### src/rtl/player_action_ctrl.sv
// Player input controller: frame-sampled move direction, jump command and smash FSM.
// Build option: define PLAYER_JUMP_BUFFER_EN to hold airborne jump presses for JUMP_BUF_FRAMES frames.
module player_action_ctrl #(
    parameter int SMASH_FRAMES    = 8,
    parameter int COOLDOWN_FRAMES = 16,
    parameter int JUMP_BUF_FRAMES = 4
) (
    input  logic       clk,
    input  logic       rst_n,
    input  logic       frame_tick,
    input  logic       op_move_left,
    input  logic       op_move_right,
    input  logic       op_jump,
    input  logic       op_smash,
    input  logic       on_ground,
    output logic [1:0] move_dir,
    output logic       jump_pulse,
    output logic       smash_active,
    output logic       smash_ready
);

    localparam int CNT_W = 8;

    localparam logic [1:0] DIR_NONE  = 2'b00;
    localparam logic [1:0] DIR_RIGHT = 2'b01;
    localparam logic [1:0] DIR_LEFT  = 2'b10;

    localparam logic [CNT_W-1:0] SMASH_LAST    = CNT_W'(SMASH_FRAMES - 1);
    localparam logic [CNT_W-1:0] COOLDOWN_LAST = CNT_W'(COOLDOWN_FRAMES - 1);

    if (SMASH_FRAMES < 1 || SMASH_FRAMES > 255) begin : g_badSmashFrames
        $error("SMASH_FRAMES must lie in 1..255");
    end
    if (COOLDOWN_FRAMES < 1 || COOLDOWN_FRAMES > 255) begin : g_badCooldownFrames
        $error("COOLDOWN_FRAMES must lie in 1..255");
    end
    if (JUMP_BUF_FRAMES < 1 || JUMP_BUF_FRAMES > 255) begin : g_badJumpBufFrames
        $error("JUMP_BUF_FRAMES must lie in 1..255");
    end

    typedef enum logic [1:0] {
        IDLE     = 2'b00,
        ACTIVE   = 2'b01,
        COOLDOWN = 2'b10
    } smash_state_t;

    logic             r_prevLeft;
    logic             r_prevRight;
    logic             r_prevJump;
    logic             r_prevSmash;
    logic [1:0]       r_moveDir;
    logic             r_jumpPulse;
    smash_state_t     r_smashState;
    logic [CNT_W-1:0] r_smashCnt;
    logic             r_smashActive;
    logic             r_smashReady;

    logic             w_riseLeft;
    logic             w_riseRight;
    logic             w_riseJump;
    logic             w_riseSmash;
    logic [1:0]       w_nextDir;

    // Rising edges are relative to the buttons as seen at the previous frame tick.
    assign w_riseLeft  = op_move_left  & ~r_prevLeft;
    assign w_riseRight = op_move_right & ~r_prevRight;
    assign w_riseJump  = op_jump       & ~r_prevJump;
    assign w_riseSmash = op_smash      & ~r_prevSmash;

    // With both directions held, the most recent press wins; a simultaneous press cancels out.
    always_comb begin
        w_nextDir = r_moveDir;
        case ({op_move_left, op_move_right})
            2'b10:   w_nextDir = DIR_LEFT;
            2'b01:   w_nextDir = DIR_RIGHT;
            2'b00:   w_nextDir = DIR_NONE;
            default: begin
                if (w_riseLeft && w_riseRight) begin
                    w_nextDir = DIR_NONE;
                end else if (w_riseRight) begin
                    w_nextDir = DIR_RIGHT;
                end else if (w_riseLeft) begin
                    w_nextDir = DIR_LEFT;
                end
            end
        endcase
    end

    always_ff @(posedge clk or negedge rst_n) begin
        if (!rst_n) begin
            r_prevLeft  <= 1'b0;
            r_prevRight <= 1'b0;
            r_prevJump  <= 1'b0;
            r_prevSmash <= 1'b0;
            r_moveDir   <= DIR_NONE;
        end else if (frame_tick) begin
            r_prevLeft  <= op_move_left;
            r_prevRight <= op_move_right;
            r_prevJump  <= op_jump;
            r_prevSmash <= op_smash;
            r_moveDir   <= w_nextDir;
        end
    end

`ifdef PLAYER_JUMP_BUFFER_EN
    localparam logic [CNT_W-1:0] JUMP_LOAD = CNT_W'(JUMP_BUF_FRAMES);

    logic [CNT_W-1:0] r_jumpBuf;
    logic [CNT_W-1:0] w_jumpPending;

    // A fresh press reloads the buffer and is serviced within the same tick.
    assign w_jumpPending = w_riseJump ? JUMP_LOAD : r_jumpBuf;

    always_ff @(posedge clk or negedge rst_n) begin
        if (!rst_n) begin
            r_jumpBuf   <= '0;
            r_jumpPulse <= 1'b0;
        end else begin
            r_jumpPulse <= 1'b0;
            if (frame_tick && (w_jumpPending != '0)) begin
                if (on_ground) begin
                    r_jumpPulse <= 1'b1;
                    r_jumpBuf   <= '0;
                end else begin
                    r_jumpBuf   <= w_jumpPending - CNT_W'(1);
                end
            end
        end
    end
`else
    always_ff @(posedge clk or negedge rst_n) begin
        if (!rst_n) begin
            r_jumpPulse <= 1'b0;
        end else begin
            r_jumpPulse <= frame_tick & w_riseJump & on_ground;
        end
    end
`endif

    // The counter holds the number of further ticks to spend in the current state.
    always_ff @(posedge clk or negedge rst_n) begin
        if (!rst_n) begin
            r_smashState  <= IDLE;
            r_smashCnt    <= '0;
            r_smashActive <= 1'b0;
            r_smashReady  <= 1'b1;
        end else if (frame_tick) begin
            case (r_smashState)
                IDLE: begin
                    if (w_riseSmash) begin
                        r_smashState  <= ACTIVE;
                        r_smashCnt    <= SMASH_LAST;
                        r_smashActive <= 1'b1;
                        r_smashReady  <= 1'b0;
                    end
                end
                ACTIVE: begin
                    if (r_smashCnt == '0) begin
                        r_smashState  <= COOLDOWN;
                        r_smashCnt    <= COOLDOWN_LAST;
                        r_smashActive <= 1'b0;
                    end else begin
                        r_smashCnt    <= r_smashCnt - CNT_W'(1);
                    end
                end
                COOLDOWN: begin
                    if (r_smashCnt == '0) begin
                        r_smashState  <= IDLE;
                        r_smashReady  <= 1'b1;
                    end else begin
                        r_smashCnt    <= r_smashCnt - CNT_W'(1);
                    end
                end
                default: begin
                    r_smashState  <= IDLE;
                    r_smashCnt    <= '0;
                    r_smashActive <= 1'b0;
                    r_smashReady  <= 1'b1;
                end
            endcase
        end
    end

    assign move_dir     = r_moveDir;
    assign jump_pulse   = r_jumpPulse;
    assign smash_active = r_smashActive;
    assign smash_ready  = r_smashReady;

endmodule

### config.mk
export PLATFORM = sky130hd
export DESIGN_NAME = player_action_ctrl
export DESIGN_NICKNAME = d
export VERILOG_FILES = /design/src/rtl/player_action_ctrl.sv
export SDC_FILE = /design/constraint.sdc
export NUM_CORES = 1
export LEC_CHECK = 0
export CORE_UTILIZATION = 53
export CTS_CLUSTER_DIAMETER = 30
export DETAILED_ROUTE_END_ITERATION = 8
export GPL_TIMING_DRIVEN = 0
export PLACE_DENSITY = 0.77
export REMOVE_ABC_BUFFERS = 1
export SYNTH_ARGS = -nofsm -noshare
export SYNTH_HDL_FRONTEND = slang
export SYNTH_SLANG_ARGS = --single-unit
### constraint.sdc
create_clock -name clk -period 2.32 [get_ports clk]
set_input_delay 0.232 -clock clk [delete_from_list [all_inputs] [get_ports clk]]
set_output_delay 0.232 -clock clk [all_outputs]
set_load 0.05 [all_outputs]
Word level (Yosys, flattened, before mapping)
Cells that the tools add are included.
{"block": "op_classes", "addsub": 1, "mux": 18, "n_reduce_logical": 10, "n_bitwise": 12, "n_eq_ne": 8}
{"cell": "8-bit 2-to-1 mux", "n": 3}
{"cell": "8-bit case mux with 3 select lines", "n": 1}
{"cell": "2-bit 2-to-1 mux", "n": 6}
{"cell": "2-bit case mux with 3 select lines", "n": 2}
{"cell": "4-bit AND reduction", "n": 3}
{"cell": "8-bit logical NOT", "n": 1}
{"cell": "2-bit != test (second input constant)", "n": 4}
{"cell": "8-bit by 1-bit subtractor with 8-bit output (second input constant)", "n": 1}
{"cell": "1-bit bitwise AND", "n": 6}
{"cell": "1-bit NOT", "n": 6}
{"cell": "1-bit case mux with 3 select lines", "n": 2}
{"cell": "6-bit nonzero test", "n": 1}
{"cell": "2-bit by 1-bit == test with 1-bit output (second input constant)", "n": 2}
{"cell": "2-bit == test (second input constant)", "n": 2}
{"cell": "2-bit logical NOT", "n": 2}
{"cell": "1-bit 2-to-1 mux", "n": 4}
{"cell": "3-bit AND reduction", "n": 1}
{"cell": "2-bit AND reduction", "n": 1}
{"cell": "1-bit logical AND", "n": 1}
{"block": "word_totals", "elab_cells": 59, "reg_bits": 19}

Depth between registers and ports, before layout
{"block": "logic_depth", "ltp_word": 6, "depth_mapped": 6}

Worst setup path after synthesis
Ideal clock, no wire load.
{"block": "synth_timing", "path_type": "register to register", "startpoint": "reg r_smashCnt[0]", "endpoint": "reg r_smashCnt[2]", "setup_time_ps": 123, "required_ps": 2197, "synth_period_minus_slack_ps": 1623, "path_buffers": 0, "path_stages_with_launch": 7, "setup_slack_ps": 697, "t_arrival_ps": 1501, "path_cell_list": "dfrtp_1 inv_1 ha_1 nor3b_4 nand3_2 a211o_1 o221a_2"}
{"block": "synth_between", "elab_chain_cells": 3, "word_cells_on_any_way": 7}
{"element": "start, declared", "line": "54", "rtl": "logic [CNT_W-1:0] r_smashCnt;"}
{"element": "start signal, assigned", "line": "163", "rtl": "r_smashCnt <= r_smashCnt - CNT_W'(1);"}
{"element": "start signal, assigned", "line": "171", "rtl": "r_smashCnt <= r_smashCnt - CNT_W'(1);"}
{"element": "8-bit by 1-bit subtractor with 8-bit output / 8-bit logical NOT (equally long branches)"}
{"element": "8-bit 2-to-1 mux (tied with other cells)", "line": "167", "rtl": "if (r_smashCnt == '0) begin"}
{"element": "8-bit case mux with 3 select lines / 3-bit AND reduction (equally long branches)"}
Parallel ways exist; a longest one is shown, timed or not. The select of a mux whose other input is x is not followed.
A chain may end at the register's enable or synchronous reset.

Worst setup path in the final report
{"block": "layout_timing", "startpoint": "reg r_smashReady, in the netlist smash_ready", "endpoint": "out smash_ready"}
{"element": "start, declared", "line": "56", "rtl": "logic r_smashReady;"}
{"element": "start signal, assigned", "line": "146", "rtl": "r_smashReady <= 1'b1;"}
{"element": "start signal, assigned", "line": "154", "rtl": "r_smashReady <= 1'b0;"}
{"element": "start signal, assigned", "line": "169", "rtl": "r_smashReady <= 1'b1;"}
{"element": "end, declared", "line": "19", "rtl": "output logic smash_ready"}
No word-level cell between the ends.

==> metrics.md <==
| Metric | Value |
|---|---|
| Status | completed |
| Final Util | roughly 67% |
| Ys flop type | dfrtp_1 |
| Crit path largest cell delay | about 0.8 ns |
| Minimum clock period | roughly 1.9 ns |
| Synthesized flop and latch total | 19 |
| CP Class | reg2out |
| Nets@finish | 130 |
| Die Wd | between 40 and 50 um |
| DR vias/cell | roughly 6 |
| Crit path DAT | around 1.6 ns |
| Vias | between 800 and 900 |
| Drt pass-1 iters | 4 |
| WP data required | roughly 2.1 ns |
| Slowest cell on crit path | clkdlybuf4s50_1 |
| Fin Hold WS | approximately 0.42 ns |
| CP cell instances | clkdlybuf4s50_1 |
| Peak supply drop | roughly 0.00076 V |
| Overall Global Routing Usage | between 20% and 30% |
| Postcts setup bufs | 0 |
| Footprint of the multi-input gates | approximately 470 sq um |
| Drt wl/cell | about 14 um |
| Final RePlAce weighted congestion | approximately 0.8 |
| Syn-to-layout area delta | 16.0% |
| CTS H-tree lvls | 1 |
| Die footprint | 2090 sq um |
| Ant. Diodes | 0 |
| Synth warn | 0 |
| Placed Area | 1150 sq um |
| Final setup vio count | 0 |
| DRT Wirelength | approximately 2.1 mm |
| Starting density of the core | 57.4% |
| Mapped Area | between 1000 and 1500 sq um |
| Yosys top cell area share | 44.4% |
| Worst slew margin | a little over two fifths |
| Layout cells sized above 1 | ~10% |
| Core area | around 1800 sq um |
| IO Count | 13 |
| Leakage | between 0.4 and 0.5 nW |
| Max Fanout on Critical Path | 3 |
| WP buf/inv | 1 |
| Die height | between 40 and 50 um |
| Hold Path Class | in2async |
| CTS resizes | 0 |
| RSZ-0062 raised after global routing | no |
| Post-route ant nets | 0 |
| Library cells used by synthesis | 35 |
| Avg Inst Size Synth | approximately 9.6 sq um |
| Crit end category | primary output |
| Sequential area share after synthesis | between 40% and 50% |
| Ratio of final minimum period to clock period | approximately 81% |
| Number of flops mapped to enable cells by yosys | 0 |
| Hold Buf Count CTS | 0 |
| Setup TNS | 0 ns |
| Latest clock arrival within the worst-skew pair | just under 0.3 ns |
| DRC | 0 |
| Clock transition at the registers of the reported paths | ~0.1 ns |
| Worst Max-Slew Pin Slew | ~0.86 ns |
| FP Rows | 15 |
| Final Hold Vio Count | 0 |
| Seq. cell area | 477 sq um |
| Post-DP HPWL | around 1.5 mm |
| Root Buffer | clkbuf_4 |
| Design area | between 1000 and 1500 sq um |
| Max-Cap Viols | 0 |
| Vias in the first global route | 809 |
| Filler instances | about 150 |
| Port bufs | 12 |
| First-pass GRT wire length | 3.53 mm |
| Top Family by Delay on Critical Path | buffers and inverters |
| CTS tree | built |
| Total power | approximately 0.0012 W |
| Cell count after synthesis | ~110 |
| Fmax | 0.534 GHz |
| Synth async-reset ratio | 100% |
| Synth area leaders | dfrtp_1 44%, a21oi_1 5.4%, inv_1 4.8% |
| Clk sinks | 19 |
| Slew Limit Fails | 0 |
| Power Density | around 1100 nW/um^2 |
| Clock Skew | about 0.0015 ns |
| Drt initial violations | 31 |
| Flop-to-flop setup slack | 0.49 ns |
| Largest net degree at the start of global routing | 20 |
| Clk buf depth | 2 |
| Total grt overflow | 0 |
| CP Launch Type | flop |
| Initial antenna violation count | 0 |
| Synth area leader | dfrtp_1 |
| Number of buffers created by CTS | 3 |
cell usage after synthesis, types with 2 or more instances:
| library cell | count |
|---|---|
| dfrtp_1 | 18 |
| inv_1 | 13 |
| a21oi_1 | 11 |
| nand2_1 | 8 |
| nor2_1 | 6 |
| o21ai_0 | 5 |
| o22ai_1 | 5 |
| a31oi_1 | 4 |
| nand3_1 | 4 |
| a22oi_1 | 2 |
| and3_1 | 2 |
| o211ai_1 | 2 |
| o21ai_1 | 2 |
| o22a_1 | 2 |
| xnor2_1 | 2 |
flip-flops by register name, summed over array words and instances, names as in the netlist:
register / count
jump_pulse: 1
move_dir: 2
r_prevJump: 1
r_prevLeft: 1
r_prevRight: 1
r_prevSmash: 1
r_smashCnt: 8
r_smashState: 2
smash_active: 1
smash_ready: 1
report_power, final:
group | internal [W] | switching (W)
Clock | 0.0000668 | 0.0000966
Combinational | 0.000226 | 0.000313
Sequential | 0.000430 | 0.000107
Total | 0.000723 | 0.000516
path summary, 6_finish.rpt:
check / start / to / depth (start not counted)
worst max-delay path: smash_ready$_DFFE_PN1P_ / smash_ready / 1
worst min-delay path: rst_n / r_prevJump$_DFFE_PN0P_ / 1
worst max register to register: r_smashCnt[0]$_DFFE_PN0P_ / r_smashCnt[2]$_DFFE_PN0P_ / 6
worst min register to register: r_prevJump$_DFFE_PN0P_ / jump_pulse$_DFF_PN0_ / 1
max in group asynchronous: rst_n / move_dir[0]$_DFFE_PN0P_ / 1
min in group clk: r_prevJump$_DFFE_PN0P_ / jump_pulse$_DFF_PN0_ / 1
worst reg2reg max path: stages, from the launching register on:
cell,delay (ns)
dfrtp_1,0.43
inv_1,0.07
ha_1,0.22
nor3b_4,0.32
nand3_2,0.24
a211o_1,0.34
o221a_2,0.11
cells by family after synthesis:
kind of cell / count (synthesis) / synth area share [%]
AOI/OAI and AO/OA: 39 / 25.6
and+or+nand+nor: 29 / 17.0
DFF: 19 / 47.0
buffers and inverters: 15 / 6.30
xor gates and xnor gates: 2 / 1.73
muxes: 1 / 1.11
adders and majority gates: 1 / 1.23
routing by layer:
metal	up-vias	GRT usage, %	part of all wire (%)
li1	415	-	-
met1	413	30.0	44
met2	36	41.1	50
met3	2	3.97	5.3
met4	0	7.65	0.62
met5	-	0	0
layout by cell type, fill, tap and decap left out, drive strengths merged:
cell,synthesis,final
dfrtp,18,18
inv,13,13
clkdlybuf4s50,0,12
a21oi,11,11
nand2,8,8
o21ai,8,8
nor2,6,6
o22ai,5,5
nand3,5,5
a31oi,4,4
clkbuf,1,4
o22a,2,2
a22oi,2,2
xnor2,2,2
and3,2,2
o211ai,2,2
nor3b,2,2
or2,2,2
o221a,2,2
and4b,1,1
nor2b,1,1
a211oi,1,1
nor3,1,1
o21ba,1,1
a211o,1,1
mux2,1,1
nand4,1,1
ha,1,1
dfstp,1,1
per-stage QoR:
stage,setup WS [ns],cells
detailed placement,0.410,141
floorplan,0.697,104
global route,0.374,145
CTS,0.438,145
global placement,0.392,141
finish,0.448,145
cell type report:
class,count,area share (%)
clock buffers,4,2.23
inverters,13,4.15
multi-input cells,72,40.2
flip-flops and latches,19,40.5
well taps,25,2.66
repair buffers,12,10.2
Power figures use the tool's default switching activity.
